`config.mk`:
```
export PLATFORM = sky130hd
export DESIGN_NAME = foo_unwrap
export DESIGN_NICKNAME = d
export VERILOG_FILES = /design/src/rtl/foo_unwrap_pkg.sv /design/src/rtl/foo_unwrap_stage_reg.sv /design/src/rtl/foo_unwrap.sv
export SDC_FILE = /design/constraint.sdc
export NUM_CORES = 1
export LEC_CHECK = 0
export BUFFER_PORTS_ARGS = -buffer_cell sky130_fd_sc_hd__clkbuf_2
export CAP_MARGIN = 30
export CORE_MARGIN = 2
export CORE_UTILIZATION = 60
export CTS_BUF_LIST = sky130_fd_sc_hd__clkbuf_4
export CTS_CLUSTER_DIAMETER = 60
export CTS_CLUSTER_SIZE = 16
export DETAILED_ROUTE_END_ITERATION = 8
export PLACE_DENSITY = 0.83
export SLEW_MARGIN = 10
export SYNTH_ARGS = -nofsm -noshare
export SYNTH_HDL_FRONTEND = slang
export SYNTH_HIERARCHICAL = 1
export SYNTH_SLANG_ARGS = --single-unit
```
`constraint.sdc`:
```
create_clock -name clk -period 3.8 [get_ports clk]
set_input_delay 0.57 -clock clk [delete_from_list [all_inputs] [get_ports clk]]
set_output_delay 0.57 -clock clk [all_outputs]
set_load 0.02 [all_outputs]
```
`src/rtl/foo_unwrap_pkg.sv`:
```
// Constants and stage payload for the foo_unwrap decoder (inverse of foo: x = y - 3).
// FOO_UNWRAP_WRAP_FLAG_EN adds a wrap flag bit to the payload.
package foo_unwrap_pkg;

    localparam int FOO_UNWRAP_DATA_WIDTH = 32;
    localparam int FOO_UNWRAP_S0_DEC     = 1;
    localparam int FOO_UNWRAP_S1_DEC     = 1;
    localparam int FOO_UNWRAP_LATENCY    = 3;

    typedef struct packed {
        logic [FOO_UNWRAP_DATA_WIDTH-1:0] dat;
`ifdef FOO_UNWRAP_WRAP_FLAG_EN
        logic                             flag;
`endif
    } foo_unwrap_payload_t;

endpackage

```
`src/rtl/foo_unwrap_stage_reg.sv`:
```
// Valid/ready pipeline register: 1 cycle; loads when empty or downstream enabled, else holds.
// en_out feeds the upstream stage so bubbles collapse under a downstream stall.
module foo_unwrap_stage_reg
    import foo_unwrap_pkg::*;
#(
    parameter type payload_t = foo_unwrap_payload_t
) (
    input  logic     clk,
    input  logic     rst,
    input  logic     en_in,
    input  logic     valid,
    input  payload_t data,
    output logic     en_out,
    output logic     q_valid,
    output payload_t q_data
);

    assign en_out = !q_valid || en_in;

    always_ff @(posedge clk) begin
        if (!rst) begin
            q_valid <= 1'b0;
            q_data  <= '0;
        end else if (en_out) begin
            q_valid <= valid;
            q_data  <= data;
        end
    end

endmodule

```
`src/rtl/foo_unwrap.sv`:
```
// Decodes foo's stream (out = y - 3 mod 2^W) through 3 registered stages, 3-cycle latency.
// Full-throughput valid/ready backpressure; optional wrap_err under FOO_UNWRAP_WRAP_FLAG_EN.
module foo_unwrap
    import foo_unwrap_pkg::*;
#(
    parameter int DATA_WIDTH = FOO_UNWRAP_DATA_WIDTH
) (
    input  logic                  clk,
    input  logic                  rst,
    input  logic                  input_valid,
    output logic                  input_ready,
    input  logic [DATA_WIDTH-1:0] y,
    output logic [DATA_WIDTH-1:0] out,
    output logic                  output_valid,
    input  logic                  output_ready
`ifdef FOO_UNWRAP_WRAP_FLAG_EN
    ,
    output logic                  wrap_err
`endif
);

    typedef struct packed {
        logic [DATA_WIDTH-1:0] dat;
`ifdef FOO_UNWRAP_WRAP_FLAG_EN
        logic                  flag;
`endif
    } stage_t;

    stage_t p0_d, p0_q, p1_d, p1_q, p2_d, p2_q;
    logic   p0_valid, p1_valid, p2_valid;
    logic   en0, en1, en2;

    // Stage 0 undoes foo's second +1, which was applied to bits [W-1:1] only.
    always_comb begin
        p0_d     = '0;
        p0_d.dat = y;
`ifdef FOO_UNWRAP_WRAP_FLAG_EN
        p0_d.flag = (y < DATA_WIDTH'(3));
`endif
        p1_d     = p0_q;
        p1_d.dat = {p0_q.dat[DATA_WIDTH-1:1] - (DATA_WIDTH-1)'(FOO_UNWRAP_S0_DEC), p0_q.dat[0]};
        p2_d     = p1_q;
        p2_d.dat = p1_q.dat - DATA_WIDTH'(FOO_UNWRAP_S1_DEC);
    end

    foo_unwrap_stage_reg #(.payload_t(stage_t)) u_p0 (
        .clk     (clk),
        .rst     (rst),
        .en_in   (en1),
        .valid   (input_valid),
        .data    (p0_d),
        .en_out  (en0),
        .q_valid (p0_valid),
        .q_data  (p0_q)
    );

    foo_unwrap_stage_reg #(.payload_t(stage_t)) u_p1 (
        .clk     (clk),
        .rst     (rst),
        .en_in   (en2),
        .valid   (p0_valid),
        .data    (p1_d),
        .en_out  (en1),
        .q_valid (p1_valid),
        .q_data  (p1_q)
    );

    foo_unwrap_stage_reg #(.payload_t(stage_t)) u_p2 (
        .clk     (clk),
        .rst     (rst),
        .en_in   (output_ready),
        .valid   (p1_valid),
        .data    (p2_d),
        .en_out  (en2),
        .q_valid (p2_valid),
        .q_data  (p2_q)
    );

    assign input_ready  = en0;
    assign out          = p2_q.dat;
    assign output_valid = p2_valid;
`ifdef FOO_UNWRAP_WRAP_FLAG_EN
    assign wrap_err     = p2_q.flag;
`endif

endmodule
```
==> reports/results.tsv <==
metric	value	unit
ys.flop_type	dfxtp_1	
firstDrtPassIters	5	
clkLatencyLatePin	0.47	ns
final_cell_mix	nand2_1 (201), dfxtp_1 (99), mux2i_1 (96)	
start_util	61.5	%
syn-num-nets	641	
cts_buffers	9	
power.leakage	2.18	nW
antenna_found_initial	0	
syn_area_per_cell	8.85	µm²
area_growth	6.75	%
reg2reg_depth	6	
power	2.13	mW
overflow	0	
hold_viol_final	0	
ys_ff_latch	99	
routedWlPerCell	13.0	µm
cp_cell_sequence	or4_1 -> nor2b_1 -> nand4_1 -> xnor2_1 -> nand2_1 -> mux2i_1	
endpoint_kind	flip-flop	
fin_nets	689	
htreeDepth	3	
n_antenna_cell	0	
timing.slew.headroom	51.4	%
period_share	59.4	%
cts_resized	0	
cts_tree	built	
route.met3.wl	433	µm
async_flop_share	0	%
die-area	9670	µm²
worstPathArrival	2.66	ns
final_cells	764	
drive_gt1_share	16.6	%
via_count	4017	
timing.setup.tns	0	ns
yosysUniqueCellTypes	42	
ys.warnings.count	6	
yosysSeqAreaShare	37.1	%
synth-edff-count	0	
cts-hold-fix-buffers	0	
post-route-drc-count	0	
finalWeightedCongestion	0.886	
worstMarginPinSlew	0.728	ns
fp.dieH	98.3	µm
status	finished clean	
portBuffers	69	
synth_area	5340	µm²
clockBufferDepth	2	
drtIter0Drc	163	
grt.total_usage	21.3	%
cpPeakStageDelay	0.61	ns
fin_worst_skew	0.0144	ns
wl_met2	4350	µm
layout_commonest_cell	nand2_1	
dp_hpwl	7060	µm
drtAntennaViolNets	0	
drv_slew	0	
die_w	98.3	µm
critPathSlowestCell	nor2b_1	
powerDensity	374	nW/µm²
first_global_vias	3925	
postCtsSetupBuffers	0	
required	4.20	ns
drv_cap	0	
cts_root_buf	clkbuf_4	
hold_class	in2reg	
dp_cells	748	
viasPerCell	5.26	
grt_start_max_net_pins	80	
finalWorstPathRequiredPeriod	2.26	ns
ir_worst_vdd	292	µV
cts.reportedPaths.clkPinSlew	0.16	ns
pin_count	70	
routed_wl	9920	µm
drt-met1-wl	4970	µm
rsz0062_at_grt	false	
row_count	34	
path_max_fanout	12	
grt_pass1_wl	17400	µm
crit_type	reg2reg	
fin_util	65.7	%
setup_violations	0	
timing.hold.worst_path_depth	3	
timing.fmax	443	MHz
start_kind	flip-flop	
cts.sink_count	99	
syn_inst	603	
core	8680	µm²
maxUsedRoutingLayer	met4	
cells by family (layout without fill, tap and decap cells):
family | Yosys count | in the layout | synth area share, %
buf+inv | 46 | 99 | 7.01
simple gates | 298 | 298 | 27.3
compound gates | 4 | 4 | 0.563
fa+ha+maj | 2 | 2 | 0.469
xor+xnor | 58 | 58 | 9.52
flops | 99 | 99 | 37.1
mux | 96 | 96 | 18.0
critical path: cells and delay by family, from the launching register on:
kind | cells | cell delay, ns
multiplexers | 1 | 0.13
flip-flops | 1 | 0.36
XOR/XNOR | 1 | 0.20
AND/OR/NAND/NOR | 4 | 1.50
stage by stage:
| step | area [µm²] | setup slack (ns) | hold slack, ns |
|---|---|---|---|
| 2_1_floorplan | 5340 | 1.26 | 0.435 |
| 3_3_place_gp | 5530 | 1.68 | 0.444 |
| 3_5_place_dp | 5530 | 1.60 | 0.452 |
| 4_1_cts | 5700 | 1.56 | 0.299 |
| 5_1_grt | 5700 | 1.26 | 0.312 |
| 6_report | 5700 | 1.54 | 0.313 |
layer usage:
metal	global-route usage, %	vias to the layer above
li1	-	2101
met1	30.0	1806
met2	32.6	90
met3	4.15	20
met4	7.90	0
met5	0	-
synth_stat cells, drive strengths merged, types with 2 or more instances:
cell type  count  share of area, %
and3b          2              0.33
buf           32               6.0
clkbuf         5              0.35
dfxtp         99                37
ha             2              0.47
inv            9              0.63
mux2i         96                18
nand2        201                14
nand3          9               1.1
nand3b         4              0.56
nand4          7              0.94
nand4b         5              0.82
nor2          18               1.3
nor2b          5               1.0
nor3          10               1.0
nor4          19               3.3
o21a           3              0.42
or2            3              0.35
or3            5              0.68
or4            5              0.84
xnor2         30               4.9
xor2          28               4.6
final cells by class:
| type | instances | area, µm² |
|---|---|---|
| fill | 714 | 2980 |
| clock buffer | 9 | 67.6 |
| inverter | 9 | 33.8 |
| clock inverter | 7 | 100 |
| multi-input combinational | 458 | 2980 |
| tap | 108 | 135 |
| timing repair buffer | 74 | 398 |
| sequential | 99 | 1980 |
state kept, by name (all words and copies together) (netlist names):
name and cells:
u_p0/q_data 32, u_p1/q_data 32, u_p0/q_valid 1, u_p2/q_valid 1, u_p1/q_valid 1, u_p2/q_data 32
where the power goes:
| group | switching, mW | internal [mW] | leakage (nW) |
|---|---|---|---|
| clock | 0.365 | 0.273 | 0.0909 |
| combinational | 0.192 | 0.136 | 1.27 |
| sequential | 0.0641 | 1.10 | 0.817 |
worst paths after layout:
path | startpoint | end | slack, ns
worst max-delay path | u_p1/q_data[1] | u_p2/q_data[29] | 1.54
worst min register to register | u_p2/q_data[16] | u_p2/q_data[16] | 0.47
worst max register to register | u_p1/q_data[1] | u_p2/q_data[29] | 1.54
worst min-delay path | y[2] | u_p0/q_data[2] | 0.31
No activity file was read; power rests on OpenSTA's default activity.
